<file path="src/rtl/cur_mb_fetch.sv">
// Current-macroblock fetch engine: reads a 16x16 block as 64 word reads and
// emits one 128-bit pixel row per valid/ready transfer.
module cur_mb_fetch #(
   parameter int unsigned FRAME_WIDTH = 1920,
   parameter int unsigned FRAME_BASE  = 0
) (
   input  logic         clk,
   input  logic         rst_n,
   input  logic         start,
   input  logic [7:0]   mb_x,
   input  logic [7:0]   mb_y,
   output logic         mem_en,
   output logic [31:0]  mem_addr,
   input  logic [31:0]  mem_data,
   output logic         pix_valid,
   input  logic         pix_ready,
   output logic [3:0]   pix_row,
   output logic [127:0] pix_data,
   output logic         busy,
   output logic         done,
   output logic [1:0]   dbg_state
);

   typedef enum logic [1:0] {
      IDLE  = 2'd0,
      FETCH = 2'd1,
      DRAIN = 2'd2
   } state_t;

   localparam logic [31:0] FW       = 32'(FRAME_WIDTH);
   localparam logic [31:0] FB       = 32'(FRAME_BASE);
   localparam logic [31:0] MB_PITCH = 32'(16 * FRAME_WIDTH);

   state_t         state_q, state_d;
   logic [31:0]    base_q, base_d;
   logic [3:0]     row_q, row_d;
   logic [1:0]     word_q, word_d;
   logic [95:0]    asm_q, asm_d;
   logic           pix_valid_q, pix_valid_d;
   logic [3:0]     pix_row_q, pix_row_d;
   logic [127:0]   pix_data_q, pix_data_d;
   logic           done_q, done_d;

   logic           accept;
   logic           stall;

   // Handshake: a row transfers on any cycle with pix_valid && pix_ready; while
   // pix_valid is high and pix_ready low, pix_row/pix_data hold their value.
   assign accept = pix_valid_q && pix_ready;
   // Only the row-completing read needs a free output register.
   assign stall  = (word_q == 2'd3) && pix_valid_q && !pix_ready;

   always_ff @(posedge clk or negedge rst_n) begin
      if (!rst_n) begin
         state_q     <= IDLE;
         base_q      <= '0;
         row_q       <= '0;
         word_q      <= '0;
         asm_q       <= '0;
         pix_valid_q <= 1'b0;
         pix_row_q   <= '0;
         pix_data_q  <= '0;
         done_q      <= 1'b0;
      end else begin
         state_q     <= state_d;
         base_q      <= base_d;
         row_q       <= row_d;
         word_q      <= word_d;
         asm_q       <= asm_d;
         pix_valid_q <= pix_valid_d;
         pix_row_q   <= pix_row_d;
         pix_data_q  <= pix_data_d;
         done_q      <= done_d;
      end
   end

   always_comb begin
      state_d     = state_q;
      base_d      = base_q;
      row_d       = row_q;
      word_d      = word_q;
      asm_d       = asm_q;
      pix_valid_d = pix_valid_q;
      pix_row_d   = pix_row_q;
      pix_data_d  = pix_data_q;
      done_d      = 1'b0;
      mem_en      = 1'b0;
      mem_addr    = '0;

      // A reload below overrides this clear, so accept+reload keeps the new row.
      if (accept) begin
         pix_valid_d = 1'b0;
      end

      case (state_q)
         IDLE: begin
            if (start) begin
               base_d  = FB + ({24'd0, mb_y} * MB_PITCH) + {20'd0, mb_x, 4'd0};
               row_d   = '0;
               word_d  = '0;
               state_d = FETCH;
            end
         end
         FETCH: begin
            if (!stall) begin
               mem_en   = 1'b1;
               mem_addr = base_q + ({28'd0, row_q} * FW) + {28'd0, word_q, 2'b00};
               if (word_q != 2'd3) begin
                  case (word_q)
                     2'd0:    asm_d[31:0]  = mem_data;
                     2'd1:    asm_d[63:32] = mem_data;
                     default: asm_d[95:64] = mem_data;
                  endcase
                  word_d = word_q + 2'd1;
               end else begin
                  pix_data_d  = {mem_data, asm_q};
                  pix_row_d   = row_q;
                  pix_valid_d = 1'b1;
                  word_d      = 2'd0;
                  row_d       = row_q + 4'd1;
                  if (row_q == 4'd15) begin
                     state_d = DRAIN;
                  end
               end
            end
         end
         DRAIN: begin
            if (accept && (pix_row_q == 4'd15)) begin
               state_d = IDLE;
               done_d  = 1'b1;
            end
         end
         default: begin
            state_d = IDLE;
         end
      endcase
   end

   assign pix_valid = pix_valid_q;
   assign pix_row   = pix_row_q;
   assign pix_data  = pix_data_q;
   assign busy      = (state_q == FETCH) || (state_q == DRAIN);
   assign done      = done_q;
   assign dbg_state = state_q;

endmodule

</file>
<file path="config.mk">
export PLATFORM = sky130hd
export DESIGN_NAME = cur_mb_fetch
export DESIGN_NICKNAME = d
export VERILOG_FILES = /design/src/rtl/cur_mb_fetch.sv
export SDC_FILE = /design/constraint.sdc
export NUM_CORES = 1
export LEC_CHECK = 0
export ABC_AREA = 1
export ABC_CLOCK_PERIOD_IN_PS = 4700
export CAP_MARGIN = 30
export CORE_MARGIN = 2
export CORE_UTILIZATION = 40
export DETAILED_ROUTE_END_ITERATION = 8
export HOLD_SLACK_MARGIN = 0.05
export SYNTH_ARGS = -nofsm -noshare
export SYNTH_HDL_FRONTEND = slang
export SYNTH_SLANG_ARGS = --single-unit
</file>
<file path="constraint.sdc">
create_clock -name clk -period 4.7 [get_ports clk]
set_input_delay 0.94 -clock clk [delete_from_list [all_inputs] [get_ports clk]]
set_output_delay 0.94 -clock clk [all_outputs]
set_load 0.01 [all_outputs]
</file>
==> results.toml, run 1 <==
[status]
status = "finished with violations"
violations = "setup timing"

[critical_path]
crit_type = "reg -> out"
worstPathArrival_ps = 4260
cp.required_ps = 3760
endpoint_kind = "output pin"
crit_fanout = 4
critPathLaunchType = "register"

[placement]
port_buffers = 212
place_area_sq_um = 14600
place.gp.congestion = 0.843
dp_hpwl_um = 20800
place_ws_ps = -403

[timing]
setup_viol_count_final = 13
worst-slew-pin-transition_ps = 839
period_minus_slack_ps = 5200
fin_skew_ps = 20.5
rsz0062_at_grt = "true"
finalCritPeriodShare_pct = 111
fmax_mhz = 192
fin_ws_ps = -504
slew_headroom_pct = 44.0
hold_viol = 0
timing.hold.ws_ps = 384
drv_slew = 0

[detailed_routing]
vias = 9750
wl_um = 30900
avgRoutedWirePerCell_um = 15.2
drc = 0
ant_nets = 0
drtIter0Drc = 471
drt_pass1_iterations = 5
via_per_inst = 4.79

[final_layout]
fin_area_sq_um = 16100
nNetsFinal = 1740
area_delta_synth_final_pct = 34.7
nFillCells = 2747
drive_above_1_share_pct = 11.6

[floorplan]
fp.coreArea_sq_um = 29500
die_w_um = 177
dieArea_sq_um = 31200
num_io_pins = 222
std_cell_rows = 63
initial_core_util_pct = 40.5
die_h_um = 177

[grt]
grt_max_degree = 103
antenna_found_initial = 1
grt_pass1_wl_um = 50800
grt_usage_pct = 20.1
grt_pass1_vias = 9780
gr-total-overflow = 0

[synthesis]
synthTopCellsByArea = "dfrtp_1, nand2_1, o21ai_0"
ys_async_sr_fraction_pct = 100
synthCells = 1379
yosysMostFrequentCell = "nand2_1"
syn_area_per_cell_sq_um = 8.65
netlist.area_leader.share_pct = 54.1
synth_common_cells = "nand2_1, dfrtp_1, o21ai_0"
synth_area_leader_cell = "dfrtp_1"
synth_top_flop_cell = "dfrtp_1"
ys_seq_area_share_pct = 54.1
synth-seq-cells = 258
synth.distinct_cells = 38
synthesis.area_sq_um = 11900
yosysWarnings = 0
synth_edf_count = 0

[pwr]
power_leakage_nw = 8.15
peakVddDrop_v = 0.000317
power_density_nw_per_um2 = 632
power.total_mw = 10.2

[worst_hold_path]
hold_path_class = "in -> async"

[clocking]
cts-root-buf = "clkbuf_16"
clkTransAtPathRegs_ps = 60
htreeDepth = 1
cts.sinks = 258
cts_buffer_depth = 3
insertion_delay_ps = 560
cts_buffers = 29
tritoncts = "built"

[run]
cap_viol_max_count = 0
final cells by class:
| cell class | count | area, sq um | area share, % |
|---|---|---|---|
| flip-flops and latches | 258 | 6460 | 40.2 |
| multi-input cells | 940 | 5060 | 31.5 |
| repair buffers | 265 | 2540 | 15.8 |
| clock buffers | 39 | 823 | 5.13 |
| well taps | 390 | 488 | 3.04 |
| inverters | 129 | 487 | 3.03 |
| clock inverters | 14 | 196 | 1.22 |
| diodes | 1 | 2.50 | 0.0156 |
sequential cells by signal, summed over array words and instances, names as in the netlist:
| register | flops |
|---|---|
| word_q | 2 |
| dbg_state | 2 |
| row_q | 4 |
| pix_row | 4 |
| base_q | 20 |
| pix_valid | 1 |
| done | 1 |
| pix_data | 128 |
| asm_q | 96 |
placed cells by master, fill, tap and decap left out, types with 17 or more instances in the layout:
cell and instances:
inv_1 122, nand3_1 37, nor2_1 35, ha_1 40, clkbuf_16 29, buf_4 37
o21ai_0 129, o21ai_1 28, a21oi_1 20, clkdlybuf4s50_1 196, fa_1 17, nand2_1 538
dfrtp_1 258
stage by stage:
| stage | setup TNS, ps | utilization, % | instances |
|---|---|---|---|
| floorplan | 0 | - | 1387 |
| global placement | -3350 | 49.4 | 1964 |
| detailed placement | -4300 | 49.6 | 1966 |
| CTS | -5960 | 54.1 | 2030 |
| global route | -7710 | 54.5 | 2035 |
| finish | -5400 | 54.5 | 2036 |
where the power goes:
group          leakage [nW]  internal, mW  switching (mW)
clock                 0.496          1.45           0.933
combinational          4.34          1.86            2.07
sequential             3.31          3.23           0.608
path summary, 6_finish.rpt:
| kind | to | slack [ps] | cells past startpoint | start |
|---|---|---|---|---|
| max | mem_addr[23] | -500 | 19 | row_q[0] |
| min | pix_data[60] | 380 | 1 | rst_n |
| max reg2reg | base_q[22] | 2190 | 7 | dbg_state[0] |
| min reg2reg | pix_data[1] | 460 | 2 | asm_q[1] |
| max in group asynchronous | pix_data[95] | 3140 | 2 | rst_n |
| min in group clk | pix_data[1] | 460 | 2 | asm_q[1] |
worst max-delay path, cell delays in order, from the launching register on:
cell and delay, ps:
dfrtp_1 400, fa_1 590, inv_2 50, fa_2 560, inv_2 50, ha_4 260, nand3_2 80, nand3_2 80
buf_4 110, xor2_1 140, inv_1 80, ha_4 310, nand2_4 70, nor3_4 210, nor2_4 90, o21ai_4 190
buf_6 140, a21oi_1 60, nor2_1 100, buf_2 130
routing by layer:
layer / GRT usage [%] / part of all wire [%] / up-vias
li1: - / - / 4805
met1: 26.7 / 43 / 4634
met2: 33.6 / 47 / 253
met3: 3.65 / 6.0 / 58
met4: 6.40 / 3.1 / 0
met5: 0 / 0 / -
what timing repair did:
item                       in CTS  in global routing
gates cloned                    1                  0
setup buffers                  11                  5
hold buffers                    0                  0
resized for setup             117                 21
setup endpoints to repair      15                 15
pin swaps                      30                 28
cells by family after synthesis:
| family | share of synthesized area (%) |
|---|---|
| AO/OA/AOI/OAI | 8.62 |
| AND/OR/NAND/NOR | 22.2 |
| buffers and inverters | 6.51 |
| other | 0.0314 |
| adder cells (fa/ha/maj) | 8.02 |
| flip-flops | 54.1 |
| XOR/XNOR | 0.441 |
(Power assumes the default switching activity.)
==> inputs of run 2 (changes only) <==
REMOVE_ABC_BUFFERS = 1   (was unset)
==> results.toml, run 2 (same netlist as run 1, synthesis figures left out) <==
[critical_path]
endpoint_kind = "output pin"
cp_common_cell = "nand2_1"
cp_slowest_cell = "fa_1"
worstPathArrival_ps = 4230
crit_fanout = 3
worst-path-buf-inv = 4
cp_cell_sequence = "fa_1 -> inv_1 -> fa_1 -> inv_2 -> ha_4 -> nand3_2 -> nand3_2 -> nand2_1 -> nand2_1 -> a21oi_2 -> xnor2_1 -> ha_1 -> buf_4 -> nand2_1 -> o21ai_1 -> a221oi_1 -> nor2_1 -> buf_2"
crit_family = "adder cells"
cpPeakStageDelay_ps = 580
crit_type = "reg -> out"
critPathLaunchType = "register"
critPathLaunch = "row_q[2]"
cp.required_ps = 3760
reg2reg_from = "dbg_state[1]"

[final_layout]
final_common_cell = "nand2_1"
postLayoutCoreUtil_pct = 53.8
area_delta_synth_final_pct = 33.0
antenna_cells = 0
drive_above_1_share_pct = 11.1
layout_common_cells = "nand2_1, dfrtp_1, clkdlybuf4s50_1"
largest_reg_flops = 128
nNetsFinal = 1736

[clocking]
cts_buffers = 28
htreeDepth = 1
cts_buffer_depth = 3
cts_hold_buf = 0
cts-root-buf = "clkbuf_16"
tritoncts = "built"
insertion_delay_ps = 550
cts.sinks = 258
clkTransAtPathRegs_ps = 60

[floorplan]
fp.coreArea_sq_um = 29500
num_io_pins = 222
std_cell_rows = 63
die_h_um = 177
die_w_um = 177
dieArea_sq_um = 31200
initial_core_util_pct = 40.5

[pwr]
power.total_mw = 9.86
peakVddDrop_v = 0.000301
power_density_nw_per_um2 = 622
power_leakage_nw = 8.04

[detailed_routing]
via_per_inst = 4.74
drc = 0
drtIter0Drc = 583
ant_nets = 0
vias = 9611
wl_um = 29800
avgRoutedWirePerCell_um = 14.7
drt_pass1_iterations = 5

[timing]
period_minus_slack_ps = 5170
worst-slew-pin-transition_ps = 930
finalCritPeriodShare_pct = 110
rsz0062_at_grt = "true"
hold_viol = 0
fin_skew_ps = 12.9
fmax_mhz = 193
setup_viol_count_final = 13
slew_headroom_pct = 38.0
fin_setup_tns_ps = -5530
fin_ws_ps = -474
drv_slew = 0

[grt]
antenna_found_initial = 0
grt_pass1_vias = 8961
grt_pass1_wl_um = 47300
grt_max_degree = 110
grt_usage_pct = 18.8
gr-total-overflow = 0

[placement]
port_buffers = 212
place.gp.congestion = 0.842
dp_hpwl_um = 19800

[worst_hold_path]
hold_path_class = "in -> async"

[status]
status = "finished with violations"
violations = "setup timing"

[run]
cap_viol_max_count = 0
[run 2: cell type report]
type	count	area (sq um)
repair buffers	263	2510
flip-flops and latches	258	6460
clock inverters	6	75.1
clock buffers	41	810
fillers	2751	13600
multi-input cells	939	5030
well taps	390	488
inverters	129	487
[run 2: power breakdown]
| part | switching [mW] | internal (mW) |
|---|---|---|
| registers | 0.583 | 3.23 |
| clock network | 0.874 | 1.24 |
| logic | 2.07 | 1.86 |
[run 2: final timing paths]
kind,endpoint,slack [ps],cells past startpoint
min,pix_data[88],450,1
min in group clk,pix_data[23],470,2
max,mem_addr[19],-470,18
max in group asynchronous,pix_data[26],3320,2
min reg2reg,pix_data[23],470,2
max reg2reg,pix_data[38],2130,7
[run 2: routing by layer]
layer	up-vias	part of all wire, %	track usage [%]	wire length (um)
met4	0	2.1	5.03	631
li1	4802	-	-	-
met2	250	46	30.6	13800
met1	4510	47	26.5	14000
met3	49	4.8	2.38	1440
met5	-	0	0	0
[run 2: metrics by stage]
step	instances	cell area, sq um	hold slack (ps)	setup slack [ps]
after floorplan	1326	11700	449	287
after global placement	1966	14600	453	-298
after detailed placement	1966	14600	457	-369
after CTS	2022	15700	471	-553
after global routing	2026	15900	484	-697
final	2026	15900	445	-474
[run 2: what timing repair did]
| action | CTS | global route |
|---|---|---|
| gates resized for setup | 94 | 35 |
| pin swaps | 19 | 30 |
| buffers inserted | 9 | 4 |
| setup endpoints to repair | 15 | 15 |
==> inputs of run 3 (changes only) <==
CORE_MARGIN = 1.5   (was 2)
==> results.toml, run 3 (same netlist as run 1, synthesis figures left out) <==
[status]
status = "finished with violations"
violations = "setup timing"

[timing]
worst-slew-pin-transition_ps = 893
timing.hold.ws_ps = 423
period_minus_slack_ps = 5140
fin_skew_ps = 10.9
fmax_mhz = 194
rsz0062_at_grt = "true"
drv_slew = 0
fin_ws_ps = -442
setup_viol_count_final = 14
hold_viol = 0
finalCritPeriodShare_pct = 109
fin_setup_tns_ps = -4680
slew_headroom_pct = 40.4

[critical_path]
critPathLaunchType = "register"
cpPeakStageDelay_ps = 560
endpoint_kind = "output pin"
crit_fanout = 4
crit_type = "reg -> out"
worstPathArrival_ps = 4200
cp_common_cell = "buf_6"
cp.required_ps = 3760
cp_slowest_cell = "fa_1"
cp_cell_sequence = "fa_1 -> inv_1 -> fa_1 -> buf_4 -> fa_2 -> buf_6 -> xnor2_4 -> ha_4 -> nand2_4 -> o21ai_4 -> nor2_4 -> buf_6 -> o21ai_4 -> nand4_1 -> nand2_1 -> nor2_2 -> buf_6"

[pwr]
internal_power_mw = 6.64
power_density_nw_per_um2 = 636
power_leakage_nw = 8.17
peakVddDrop_v = 0.000349
seqPwrFrac_pct = 37.3
power_frac_clock_pct = 23.8
p_comb_share_pct = 38.9
sw_frac_of_total_pct = 35.1
p_switching_mw = 3.59

[clocking]
clkTransAtPathRegs_ps = 60
insertion_delay_ps = 540
cts_hold_buf = 0
htreeDepth = 1
cts.sinks = 258
cts-root-buf = "clkbuf_16"
tritoncts = "built"
cts_buffer_depth = 3
cts_buffers = 29

[grt]
grt_usage_pct = 19.6
met2_usage_pct = 31.5
grt_pass1_vias = 9423
gr-total-overflow = 0
met1_usage_pct = 27.6
grt_pass1_wl_um = 48800
top_usage_layer = "met2"
antenna_found_initial = 0
grt_max_degree = 101
met3_usage_pct = 2.53

[detailed_routing]
vias = 9595
drt_pass1_iterations = 5
wl_um = 29900
drc = 0
avgRoutedWirePerCell_um = 14.7
ant_nets = 0
drtIter0Drc = 584
via_per_inst = 4.72

[final_layout]
nNetsFinal = 1736
layout_common_cells = "nand2_1, dfrtp_1, clkdlybuf4s50_1"
largest_reg_flops = 128
antenna_cells = 0
drive_above_1_share_pct = 11.9
final_common_cell = "nand2_1"
area_delta_synth_final_pct = 34.8

[placement]
place.gp.congestion = 0.828
dp_hpwl_um = 19900
port_buffers = 212

[floorplan]
die_h_um = 176
dieArea_sq_um = 30900
fp.coreArea_sq_um = 29500
num_io_pins = 222
initial_core_util_pct = 40.5
std_cell_rows = 63
die_w_um = 176

[worst_hold_path]
hold_path_class = "in -> async"

[run]
cap_viol_max_count = 0
-- run 3: cell count changes in the layout (fill, tap and decap cells not counted), moves of 3 or more --
cell and delta:
nand2_2 -3, buf_2 -3, buf_6 +6, clkbuf_1 -4, bufinv_16 +4, clkinv_2 +5
buf_4 -5, a21oi_2 -3, o21ai_4 +3
-- run 3: worst max-delay path: cells and delay by family, from the launching register on --
| family | cells | cell delay, ps |
|---|---|---|
| adders and majority gates | 4 | 1690 |
| buffers and inverters | 5 | 620 |
| and+or+nand+nor | 5 | 410 |
| AOI/OAI and AO/OA | 2 | 410 |
| DFF | 1 | 400 |
| xor gates and xnor gates | 1 | 120 |
-- run 3: timing repair --
item / CTS / global route
cloned: 1 / 0
gates resized for setup: 112 / 36
setup endpoints to repair: 15 / 15
pin swaps: 26 / 31
setup buffers: 10 / 8
-- run 3: layout make-up --
type / instances / area, sq um
clock buffer: 40 / 847
clock inverter: 14 / 205
fill: 2737 / 13400
inverter: 129 / 487
multi-input combinational: 940 / 5080
sequential: 258 / 6460
tap: 390 / 488
timing repair buffer: 261 / 2510
-- run 3: through the flow --
step	power, mW	util, %	setup WS, ps	area [sq um]	instances
2_1_floorplan	5.64	-	287	11700	1326
3_3_place_gp	7.57	49.5	-291	14600	1961
3_5_place_dp	7.66	49.5	-361	14600	1961
4_1_cts	10.2	53.8	-511	15900	2025
5_1_grt	11.0	54.5	-665	16100	2032
6_report	10.2	54.5	-442	16100	2032
-- run 3: power by group through the flow --
stage / logic, mW / registers (mW) / clock network, mW
after detailed placement: 3.83 / 3.83 / 0
final: 3.98 / 3.81 / 2.43
after global placement: 3.76 / 3.81 / 0
after global routing: 4.44 / 3.95 / 2.59
after CTS: 3.92 / 3.81 / 2.50
after floorplan: 1.66 / 3.98 / 0
-- run 3: final timing paths --
check | startpoint | endpoint | slack (ps) | cells past startpoint
setup / recovery | row_q[0] | mem_addr[19] | -440 | 17
hold / removal | rst_n | pix_data[56] | 420 | 1
setup reg to reg | dbg_state[1] | pix_data[31] | 2180 | 7
hold reg to reg | asm_q[77] | pix_data[77] | 470 | 2
max in group asynchronous | rst_n | asm_q[18] | 3310 | 2
min in group clk | asm_q[77] | pix_data[77] | 470 | 2
-- run 3: metal layers --
metal  wire length (um)  part of all wire [%]  vias up
li1                   -                     -     4808
met1              14100                    47     4515
met2              13600                    45      210
met3               1370                   4.6       62
met4                779                   2.6        0
met5                  0                     0        -
==> edit 1: new RTL, config.mk and constraints of run 2 <==
Set the parameter `FRAME_WIDTH` to 1440 (it was 1920).
--- a/src/rtl/cur_mb_fetch.sv
+++ b/src/rtl/cur_mb_fetch.sv
@@ -2,5 +2,5 @@
 // emits one 128-bit pixel row per valid/ready transfer.
 module cur_mb_fetch #(
-   parameter int unsigned FRAME_WIDTH = 1920,
+   parameter int unsigned FRAME_WIDTH = 1440,
    parameter int unsigned FRAME_BASE  = 0
 ) (
Function: changed (Yosys sat finds a counterexample within 4 cycles, from zero or initial values and one cycle with rst_n low).
==> edit 1 against run 2 <==
The flow still finishes with violations (negative setup slack); die area grew 2.1%; area after synthesis grew 2.1%; worst setup slack gained 0.22 ns; wire length grew 0.78%; total power grew 4.1%; cell area grew 2.2%; sequential share of layout area shrank 0.85 points; maximum frequency grew 4.4%; sequential cell count is the same; critical path type unchanged; critical endpoint is now mem_addr[21]; largest cell class unchanged; highest routed layer unchanged.
==> edit 1: results (changes against run 2) <==
metric,value,unit,change
status,"finished, violations left",,
failed_checks,negative setup slack,,
leakagePower,8.235,nW,+2.5%
seq_area_frac_synth,53.00,%,-1.1 points
avgSynthCellArea,8.651,um^2,about the same
dp_cells,1994,,+1.4%
slowest_delay,0.51,ns,-0.07 ns
clk_latency,0.55,ns,about the same
dp_slack,-0.2405,ns,+0.1283 ns
final_layout_size_suffix_gt1_share,11.27,%,+0.15 points
combinationalPower,3.92,mW,about the same
stdcell_count,2058,,+1.6%
critPathMaxFanout,4,,+1
hold-path-cell-count,2,,
yosys-top-cells-area,"dfrtp_1, nand2_1, o21ai_0",,
n_antenna_cell,0,,unchanged
cts_max_path_buffers,3,,unchanged
vias_per_cell,4.652,,-1.9%
yosys_most_used_dff,dfrtp_1,,
cts.clk_slew.worst_paths,0.06,ns,about the same
cts_resized,74,,-21%
critPathArrivalTime,4.02,ns,-0.21 ns
largest_reg_flops,128,,unchanged
tightestPinTransition,1.013,ns,+0.08237 ns
ant_nets,0,,unchanged
hp-class,reg -> reg,,
cts_made_buffers,28,,unchanged
yosys_warnings,0,,unchanged
internal-power,6.689,mW,+5.6%
io_buffer_count,212,,unchanged
synth_commonest_cells,"nand2_1, dfrtp_1, o21ai_0",,
routedWlPerCell,14.59,um,-0.79%
drt_pass1_iterations,4,,-1
ir_drop,0.0002873,V,-4.5%
r2r_slack,2.25,ns,+0.12 ns
drtIter0Drc,547,,-6.2%
hp-start,asm_q[61],,
seqPwrFrac,37.3,%,-1.4 points
hold_end,pix_data[61],,
grt_start_max_net_pins,135,,+23%
fillers,2788,,+1.3%
worst_slack,-0.2574,ns,+0.2168 ns
fin_worst_skew,0.01309,ns,+0.0001612 ns
hpwl,20410,um,+2.8%
grt_pass1_vias,9356,,+4.4%
crit_slowest_cell,fa_1,,
fin_nets,1773,,+2.1%
crit_end,mem_addr[21],,
reg2reg_to,asm_q[12],,
ys_types,39,,+2.6%
rr_startpoint,dbg_state[1],,
grt_usage,18.98,%,+0.21 points
reg2regPathDepth,6,,-1
grt_pass1_wl,48740,um,+3.1%
synthArstFlopShare,100.0,%,unchanged
place.gp.congestion,0.8601,,+2.1%
finalSetupViolCount,13,,unchanged
## edit 1: changes by cell type after synthesis, moves of 8 or more
cell     delta
nand2_1     +9
o21ai_1    -14
ha_1       +15
o21ai_0    +19
inv_1       +8
nand3_1    -21
## edit 1: worst max-delay path: cells and delay by family, from the launching register on
| kind | cells | cell delay, ns |
|---|---|---|
| AND/OR/NAND/NOR | 12 | 0.92 |
| AO/OA/AOI/OAI | 1 | 0.22 |
| buffers and inverters | 6 | 0.54 |
| flip-flops | 1 | 0.43 |
| adder cells (fa/ha/maj) | 4 | 1.36 |
## edit 1: metrics by stage
step                      util [%]  total power, mW  hold slack (ns)  area, um^2  setup TNS, ns
final                        54.38            10.27           0.4613       16200         -2.731
after global routing         54.38            11.06           0.4777       16200         -5.713
after CTS                    53.86            10.37           0.4563       16050         -2.409
after detailed placement     49.88            7.803           0.4570       14860         -1.840
after global placement       49.79            7.724           0.4541       14840        -0.9862
after floorplan                  -            5.746           0.4493       11920              0
## edit 1: layout make-up
cell class	instances	area [um^2]	share of cell area, %
Tap cell	390	488.0	3.012
Timing Repair Buffer	260	2484	15.33
Sequential cell	258	6459	39.86
Multi-Input combinational cell	960	5172	31.93
Clock buffer	37	774.5	4.780
Clock inverter	15	304.0	1.877
Inverter	138	520.5	3.213
## edit 1: logic make-up after synthesis
| family | Yosys count | share of synthesized area [%] |
|---|---|---|
| compound gates | 213 | 9.235 |
| xor+xnor | 9 | 0.7088 |
| fa+ha+maj | 75 | 8.567 |
| buf+inv | 198 | 6.656 |
| flops | 258 | 53.00 |
| other cells | 1 | 0.03079 |
| simple gates | 654 | 21.80 |
## edit 1: routing by layer
metal	vias to the layer above	part of all wire, %	global-route usage [%]
li1	4903	-	-
met2	182	47	31.40
met3	45	4.3	2.430
met5	-	0	0
met1	4443	47	26.37
met4	0	2.2	4.946
==> edit 2: new RTL, config.mk and constraints of run 2 <==
Without the edit above. Reset style: synchronous (`rst_n`), changed in one clocked block.
--- a/src/rtl/cur_mb_fetch.sv
+++ b/src/rtl/cur_mb_fetch.sv
@@ -51,5 +51,5 @@
    assign stall  = (word_q == 2'd3) && pix_valid_q && !pix_ready;
 
-   always_ff @(posedge clk or negedge rst_n) begin
+   always_ff @(posedge clk) begin
       if (!rst_n) begin
          state_q     <= IDLE;
Formal check against the unedited RTL: differs if rst_n is asserted again (counterexample within 4 cycles, from zero or initial values and one cycle with rst_n low); with rst_n held inactive, the same outputs for 4 cycles.
==> edit 2 against run 2 <==
The flow still finishes with violations (negative setup slack); cell area decreased by 5.2%; sequential cell count unchanged; global-route usage increased by 1.6 points; worst setup slack improved by 0.043 ns; first-iteration DRC count decreased by 14%; wire length increased by 3.3%; area after synthesis decreased by 5.7%.
Power is not compared: it rests on default switching activity, and its combinational part moved more than twofold at a synthesized area within 25%.
==> edit 2: results (changes against run 2) <==
metric,value,unit,change
fin_nets,1826,,+5.2%
place.gp.congestion,0.8225,,-2.3%
synth_commonest_cells,"nor2_1, o21ai_0, dfxtp_1",,
seq_area_frac_synth,45.91,%,-8.2 points
signal_buffers,256,,-2.7%
dp_cells,2047,,+4.1%
syn_inst,1503,,+9.0%
inverters,109,,-16%
synthArstFlopShare,0,%,-100 points
drtIter0Drc,501,,-14%
antenna_found_initial,2,,+2
routedWlPerCell,14.59,um,-0.80%
stdcell_count,2110,,+4.1%
multi_input_gates,1056,,+12%
die_area,29480,um^2,-5.5%
status,"finished, violations left",,
hpwl,19370,um,-2.4%
fin_setup_tns,-3.003,ns,+2.525 ns
failed_checks,negative setup slack,,
tightestPinTransition,0.6835,ns,-0.2470 ns
post_dp_cell_area,13780,um^2,-5.8%
grt_usage,20.41,%,+1.6 points
drt_pass1_iterations,4,,-1
grt_start_max_net_pins,164,,+49%
n_antenna_cell,1,,+1
final_layout_size_suffix_gt1_share,9.648,%,-1.5 points
clk_share,6.765,%,+1.2 points
hp-class,reg -> reg,,
fin_worst_skew,0.02336,ns,+0.01043 ns
vias,10060,,+4.7%
use_met2,33.91,%,+3.3 points
multi_input_area_share,36.68,%,+4.9 points
slowest_delay,0.55,ns,-0.03 ns
grt_pass1_vias,9524,,+6.3%
worst_slack,-0.4314,ns,+0.04286 ns
sh_seq_area,34.37,%,-6.3 points
finalSetupViolCount,12,,-1
-- edit 2: cell count changes after synthesis, moves of 21 or more --
cell | before | now
nor2_1 | 38 | 498
nand2_1 | 545 | 92
dfrtp_1 | 258 | 0
dfxtp_1 | 0 | 258
o21ai_0 | 135 | 259
inv_1 | 125 | 104
-- edit 2: path summary, 6_finish.rpt --
path	start	end	slack [ns]	cells after the start
setup / recovery	row_q[2]	mem_addr[22]	-0.43	16
hold / removal	base_q[6]	base_q[6]	0.46	2
hold reg to reg	base_q[6]	base_q[6]	0.46	2
setup reg to reg	dbg_state[1]	asm_q[91]	2.39	10
-- edit 2: kinds of logic (layout without fill, tap and decap cells) --
logic type	Yosys count	in the layout	synth area share (%)
buf+inv	197	417	7.241
simple gates	648	648	22.75
fa+ha+maj	65	65	8.497
other cells	1	10	0.03333
compound gates	323	323	14.71
flops	258	258	45.91
xor+xnor	11	11	0.8564
-- edit 2: timing repair --
| action | in CTS | in global routing |
|---|---|---|
| cloned | 0 | 0 |
| setup endpoints to repair | 14 | 14 |
| buffers inserted | 9 | 4 |
| resized for setup | 88 | 22 |
| pin swaps | 18 | 14 |
-- edit 2: power by group through the flow --
stage	clock [mW]	combinational, mW	sequential, mW
CTS	2.41	1.49	2.61
floorplan	0	0.938	2.62
detailed placement	0	1.47	2.65
finish	2.36	1.49	2.61
global placement	0	1.45	2.65
global route	2.51	1.70	2.65
-- edit 2: tightest hold or removal path, delay by kind of cell (launching register included) --
| kind | cells | cell delay, ns |
|---|---|---|
| DFF | 1 | 0.30 |
| buffers and inverters | 1 | 0.06 |
| AOI/OAI and AO/OA | 1 | 0.05 |
-- edit 2: metal layers --
layer	vias up	part of all wire [%]
met1	4635	47
met4	2	2.0
met3	41	5.0
met5	-	0.042
li1	5193	-
met2	191	46
